### src/rtl/fetch_queue_pkg.sv
// rtl/fetch_queue_pkg.sv - shared widths, defaults and sizing helper for the fetch queue
package fetch_queue_pkg;

  localparam int INSTR_W     = 32;
  localparam int DEF_BITSIZE = 64;
  localparam int DEF_DEPTH   = 4;

  // Occupancy must represent 0..depth inclusive.
  function automatic int occ_w(input int depth);
    return $clog2(depth) + 1;
  endfunction

endpackage

### src/rtl/fetch_fifo.sv
// rtl/fetch_fifo.sv - entry storage: synchronous write, combinational head read, clear
module fetch_fifo
  import fetch_queue_pkg::*;
#(
  parameter  int WIDTH = DEF_BITSIZE + INSTR_W,
  parameter  int DEPTH = DEF_DEPTH,
  localparam int OW    = occ_w(DEPTH),
  localparam int PW    = $clog2(DEPTH)
) (
  input  logic             clk,
  input  logic             rst,
  input  logic             clear,
  input  logic             push,
  input  logic [WIDTH-1:0] wdata,
  input  logic             pop,
  output logic [WIDTH-1:0] head,
  output logic [OW-1:0]    count
);

  logic [WIDTH-1:0] mem [DEPTH];
  logic [PW-1:0]    wr_ptr;
  logic [PW-1:0]    rd_ptr;
  logic             do_push;
  logic             do_pop;

  always_comb begin
    do_push = push && (count != OW'(DEPTH));
    do_pop  = pop && (count != '0);
    head    = mem[rd_ptr];
  end

  // Power-of-two depth lets the pointers wrap by plain overflow.
  always_ff @(posedge clk or negedge rst) begin
    if (!rst) begin
      wr_ptr <= '0;
      rd_ptr <= '0;
      count  <= '0;
    end else if (clear) begin
      wr_ptr <= '0;
      rd_ptr <= '0;
      count  <= '0;
    end else begin
      if (do_push) wr_ptr <= wr_ptr + PW'(1);
      if (do_pop)  rd_ptr <= rd_ptr + PW'(1);
      if (do_push && !do_pop)      count <= count + OW'(1);
      else if (!do_push && do_pop) count <= count - OW'(1);
    end
  end

  always_ff @(posedge clk) begin
    if (do_push && !clear) mem[wr_ptr] <= wdata;
  end

endmodule

### src/rtl/fetch_queue.sv
// rtl/fetch_queue.sv - instruction fetch issue control with an in-order return queue
module fetch_queue
  import fetch_queue_pkg::*;
#(
  parameter  int BITSIZE = DEF_BITSIZE,
  parameter  int DEPTH   = DEF_DEPTH,
  localparam int OW      = occ_w(DEPTH)
) (
  input  logic               clk,
  input  logic               rst,
  input  logic [BITSIZE-1:0] pc,
  input  logic               pc_valid,
  output logic               pc_ready,
  output logic               imem_req,
  output logic [BITSIZE-1:0] imem_addr,
  input  logic [INSTR_W-1:0] imem_rdata,
  input  logic               flush,
  output logic               out_valid,
  input  logic               out_ready,
  output logic [BITSIZE-1:0] out_pc,
  output logic [INSTR_W-1:0] out_instr,
  output logic [OW-1:0]      occupancy
);

  localparam int EW = BITSIZE + INSTR_W;

  logic               inflight;
  logic [BITSIZE-1:0] pc_q;
  logic [OW:0]        pending;
  logic               issue;
  logic               push;
  logic               pop;
  logic [EW-1:0]      head;

  // Slot accounting counts the outstanding return so a full queue is never overrun.
  always_comb begin
    pending   = {1'b0, occupancy} + (OW+1)'(inflight);
    issue     = rst && pc_valid && !flush && (pending < (OW+1)'(DEPTH));
    pc_ready  = issue;
    imem_req  = issue;
    imem_addr = issue ? pc : '0;
    out_valid = (occupancy != '0);
    push      = inflight && !flush;
    pop       = out_valid && out_ready && !flush;
    out_pc    = out_valid ? head[EW-1:INSTR_W] : '0;
    out_instr = out_valid ? head[INSTR_W-1:0] : '0;
  end

  always_ff @(posedge clk or negedge rst) begin
    if (!rst) begin
      inflight <= 1'b0;
      pc_q     <= '0;
    end else if (flush) begin
      inflight <= 1'b0;
    end else begin
      inflight <= issue;
      if (issue) pc_q <= pc;
    end
  end

  fetch_fifo #(
    .WIDTH (EW),
    .DEPTH (DEPTH)
  ) u_fifo (
    .clk   (clk),
    .rst   (rst),
    .clear (flush),
    .push  (push),
    .wdata ({pc_q, imem_rdata}),
    .pop   (pop),
    .head  (head),
    .count (occupancy)
  );

endmodule

### config.mk
export PLATFORM = sky130hd
export DESIGN_NAME = fetch_queue
export DESIGN_NICKNAME = d
export VERILOG_FILES = /design/src/rtl/fetch_queue_pkg.sv /design/src/rtl/fetch_fifo.sv /design/src/rtl/fetch_queue.sv
export SDC_FILE = /design/constraint.sdc
export NUM_CORES = 1
export LEC_CHECK = 0
export BUFFER_PORTS_ARGS = -buffer_cell sky130_fd_sc_hd__buf_2
export CORE_MARGIN = 1.5
export CORE_UTILIZATION = 30
export DETAILED_ROUTE_END_ITERATION = 6
export PLACE_DENSITY = 0.54
export SYNTH_ARGS = -nofsm -noshare
export SYNTH_HDL_FRONTEND = slang
export SYNTH_HIERARCHICAL = 1
export SYNTH_SLANG_ARGS = --single-unit
### constraint.sdc
create_clock -name clk -period 3.7 [get_ports clk]
set_input_delay 0.37 -clock clk [delete_from_list [all_inputs] [get_ports clk]]
set_output_delay 0.37 -clock clk [all_outputs]
set_load 0.1 [all_outputs]
Yosys cells after proc, flatten, opt, wreduce, memory -nomap -nowiden
Memories as Yosys holds them, arrays and structs flattened.
Cells that the tools add are included.
- input bits: 101
- register bits after elaboration: 72
- memories: 1
- word-level logic and storage cells: 46
- output and inout bits: 166
- bits in writable memories: 384
- memories (memory ; depth ; bits a word ; read ports ; clocked after Yosys merged registers in ; write ports ; RTL line ; RTL):
    u_fifo.mem ; 4 ; 96 ; 1 ; 0 ; 1 ; fetch_fifo.sv:20 ; logic [WIDTH-1:0] mem [DEPTH];
- reductions and logical operators: 19
- $add $sub $neg: 5
- bitwise operators: 1
- $lt $le $gt $ge: 1
- equality and inequality tests: 1
- mux-type cells: 13
- operators by type and width (kind ; number):
    64-bit two-way mux ; 2
    32-bit two-way mux ; 1
    1-bit logical AND ; 11
    3-bit two-way mux ; 3
    2-bit two-way mux ; 4
    3-bit nonzero test ; 2
    2-bit by 1-bit adder with 2-bit output, second input constant ; 2
    3-bit by 1-bit adder with 4-bit output ; 1
    4-bit by 3-bit less-than comparator with 1-bit output, second input constant ; 1
    2-bit nonzero test ; 2
    3-bit by 1-bit adder with 3-bit output, second input constant ; 1
    1-bit zero test ; 3
    1-bit two-way mux ; 3
    3-bit != test, second input constant ; 1
    3-bit by 1-bit subtractor with 3-bit output, second input constant ; 1
    2-bit AND reduction ; 1
    1-bit inverter ; 1

Longest topological paths before layout
- depth after elaboration: 8
- gate-level depth with buffers: 11
- gate-level depth less buffers: 8

Modules after synthesis
The synthesis kept the hierarchy.
- by module, submodules not included (module ; area each (sq um) ; cells an instance ; times used ; sequential area each (sq um)):
    fetch_fifo ; 14390.1 ; 562 ; 1 ; 11706.2
    fetch_queue ; 3807.4 ; 323 ; 1 ; 1626.6

Worst setup path after synthesis
OpenSTA, ideal clock, no wires.
- path kind: register to register
- start point: register u_fifo.count[0]
- end point: memory u_fifo/mem[0][0] (netlist name) (enable)
- required time: 3.234 ns
- setup time: 0.466 ns
- buffers on the path: 1
- setup slack: -0.535 ns
- stages on the path, launching flop included: 5
- arrival time: 3.769 ns
- period minus slack after synthesis: 4.235 ns
- cells stage by stage: dfrtp_1 buf_6 nor3b_1 nor3_1 and2_1
- cells in the longest elaborated chain, start to end: 5
- RTL lines (element ; RTL line ; RTL):
    start: declaration ; fetch_fifo.sv:17 ; output logic [OW-1:0] count
    start signal: assignment ; fetch_fifo.sv:45 ; if (do_push && !do_pop) count <= count + OW'(1);
    start signal: assignment ; fetch_fifo.sv:46 ; else if (!do_push && do_pop) count <= count - OW'(1);
    3-bit != test ; fetch_fifo.sv:27 ; do_push = push && (count != OW'(DEPTH));
    1-bit logical AND ; fetch_fifo.sv:27 ;
    1-bit logical AND ; fetch_fifo.sv:51 ; if (do_push && !clear) mem[wr_ptr] <= wdata;
    1-bit two-way mux ; fetch_fifo.sv:51 ;
    1-bit two-way mux (not written as such) ; fetch_fifo.sv:51 ;
    end: declaration ; fetch_fifo.sv:20 ;
No other way between the ends.

Worst setup path in the final report
- start point: register u_fifo.rd_ptr[0]
- end point: output port out_pc[38]
- cells in the longest elaborated chain, start to end: 2
- RTL lines (element ; RTL line ; RTL):
    start: declaration ; fetch_fifo.sv:22 ; logic [PW-1:0] rd_ptr;
    start signal: assignment ; fetch_fifo.sv:44 ; if (do_pop) rd_ptr <= rd_ptr + PW'(1);
    memory 4 x 96 bit ; n/a ;
    net head[70] ; fetch_queue.sv:33 ; logic [EW-1:0] head;
    64-bit two-way mux ; fetch_queue.sv:45 ; out_pc = out_valid ? head[EW-1:INSTR_W] : '0;
    end: declaration ; fetch_queue.sv:20 ; output logic [BITSIZE-1:0] out_pc,
The timed path passes the listed nets, and every way through them passes these cells.

==> flow_summary_export.csv <==
group,metric,value,unit
outcome,run_status,"finished clean",
synth,syn_area,0.0182,mm²
synth,syn_inst,885,
synth,yosys.cell_types.count,39,
synth,synth.top_cell.area_share,63.4,%
route,wl,40100,µm
job,drv_cap,0,
setup_path,reg2reg_depth,8,
synth,syn_avg_cell_area,20.6,µm²
timing,timing.setup.tns,0,ps
global_routing,grt_max_degree,55,
synth,syn-num-nets,991,
timing,fin_crit,3190,ps
global_routing,grt_pass1_wl,60400,µm
timing,rsz0062_at_grt,"no",
global_routing,antenna_found_initial,0,
die,dieArea,0.0621,mm²
cts,cts_tree,"built",
global_routing,gr-total-overflow,0,
die,core-area,0.0601,mm²
route,dr_total_vias,9035,
timing,skew,19.2,ps
timing,fin_crit_sh,86.3,%
die,io_pins,267,
synth,ys_ff_latch,456,
cts,clkTransAtPathRegs,60,ps
synth,yosys_warnings,6,
timing,worst_slew_pin_slew,811,ps
die,start_util,30.3,%
setup_path,critPathCaptureType,"output port",
synth,ys_seq_area_share,73.3,%
cts,cts_setup_buffers,0,
timing,fmax,0.313,GHz
finish,final_layout_size_suffix_gt1_share,45.1,%
timing,drv_slew,0,
place,place_congestion,0.699,
power,p_leak,8.63,nW
route,ant_nets,0,
setup_path,critPathLaunchType,"flip-flop",
hold_path,min_path_cells,1,
global_routing,grt_pass1_vias,9783,
setup_path,crit_required,3330,ps
cts,clkSinkCount,456,
hold_path,hold_path_class,"in -> reg",
die,fp.dieH,249,µm
synth,synth_top_cell_by_area,"edfxtp_1",
global_routing,track_usage,13.0,%
cts,numCtsBuffers,49,
die,row_count,90,
setup_path,rrSetupSlack,870,ps
place,place_hpwl,24000,µm
synth,ys_async_sr_fraction,15.8,%
timing,whs,38.4,ps
route,drt_pass1_iterations,4,
synth,ys.flop_type,"edfxtp_1",
finish,syn_to_final_growth,29.5,%
route,drt_iter0_markers,450,
synth,synthTopCellsByArea,"edfxtp_1, mux4_2, dfrtp_1, and2_1, mux2_4",
finish,finalNetCount,1316,
cts,ctsLongestPathBuffers,3,
place,io_buffers,266,
finish,final_cell_area,0.0236,mm²
cts,cts_root_buffer,"clkbuf_16",
cts,h-tree-depth,2,
setup_path,path_max_fanout,25,
route,drt-vias-per-instance,4.44,
route,remaining_drc_errors,0,
timing,timing.slew.headroom,46.0,%
power,p_per_area,527,mW/mm²
timing,setup_viol,0,
synth,synth-edff-count,384,
setup_path,arrival,2820,ps
place,placed_cell_area,0.0214,mm²
setup_path,crit_type,"reg -> out",
route,post_drt_wl_per_cell,19.7,µm
timing,hold_viol_final,0,
power,ir_drop,0.340,mV
cts,clock_latency,570,ps
die,die_x,249,µm
-- synthesized netlist by cell type, drive strengths merged (2+ instances only) --
library cell and n:
edfxtp 384, and2 164, mux4 96, dfrtp 72, mux2 66, buf 33
clkbuf 19, nor2 10, inv 7, ha 4, nand3 3, a21oi 2
mux2i 2, nand3b 2, nor3 2, o21ai 2, xor2 2
-- worst max-delay path, cell delays in order (launching register included) --
cell,delay [ps]
dfrtp_4,810
buf_4,400
mux4_2,540
and2_1,190
buf_2,300
-- layout by cell type, fill, tap and decap left out, types with 3 or more instances in the layout --
cell type,n
and2_1,140
and2_4,24
buf_12,74
buf_2,204
buf_4,11
bufinv_16,8
clkbuf_1,7
clkbuf_16,51
clkbuf_8,7
clkinv_1,3
clkinv_2,7
clkinv_4,5
dfrtp_1,70
dlygate4sd3_1,37
edfxtp_1,384
ha_1,4
inv_1,6
mux2_2,17
mux2_4,49
mux4_2,96
nand3_1,3
nor2_1,10
-- power breakdown --
group | internal, mW | leakage, nW | total, mW | switching [mW]
combinational | 0.415 | 3.45 | 1.09 | 0.673
sequential | 5.91 | 4.32 | 6.12 | 0.204
clock | 3.23 | 0.862 | 5.21 | 1.98
total | 9.56 | 8.63 | 12.4 | 2.86
-- layer usage --
layer | track usage (%) | vias up | routed length, µm
met5 | 0 | - | 0
met1 | 16.8 | 4648 | 17400
met3 | 2.94 | 58 | 1900
li1 | - | 4102 | -
met2 | 21.8 | 227 | 19900
met4 | 3.76 | 0 | 887
-- repair_timing --
item / in CTS / in global routing
hold endpoints to repair: 149 / 0
resized for setup: 0 / 0
hold buffers: 37 / 0
-- stage by stage --
step,utilization [%],power [mW],worst slack (ps),cells
after global placement,35.6,7.26,950,1904
final,39.2,12.4,508,2034
after CTS,39.2,12.6,411,2033
after detailed placement,35.6,7.30,879,1904
after global routing,39.2,12.9,320,2033
after floorplan,-,6.93,117,885
-- worst paths after layout --
check                            startpoint                 to
max reg2reg                 u_fifo/count[2]    u_fifo/count[2]
max in group asynchronous               rst   u_fifo/rd_ptr[0]
min reg2reg                        pc_q[44]  u_fifo/mem[1][76]
min in group asynchronous               rst           pc_q[23]
min                          imem_rdata[18]  u_fifo/mem[3][18]
max                        u_fifo/rd_ptr[0]         out_pc[38]
-- cell families after synthesis --
group           share of synthesized area, %
xor+xnor                              0.0963
fa+ha+maj                              0.385
buf+inv                                 2.05
mux                                     17.1
compound gates                         0.481
simple gates                            6.64
flops                                   73.3
-- flip-flops by register name, indices dropped and copies added (netlist names) --
register and cells:
u_fifo/mem 384, u_fifo/wr_ptr 2, pc_q 64, u_fifo/rd_ptr 2
inflight 1, u_fifo/count 3
-- area by class of cell --
class / count / area [µm²]
Timing Repair Buffer: 326 / 2960
Inverter: 7 / 26.3
Multi-Input combinational cell: 370 / 4510
Tap cell: 782 / 978
Sequential cell: 456 / 13300
Clock buffer: 65 / 1400
Clock inverter: 27 / 363
Antenna cell: 1 / 2.50
Fill cell: 5497 / 36600
No activity file was read; power rests on OpenSTA's default activity.
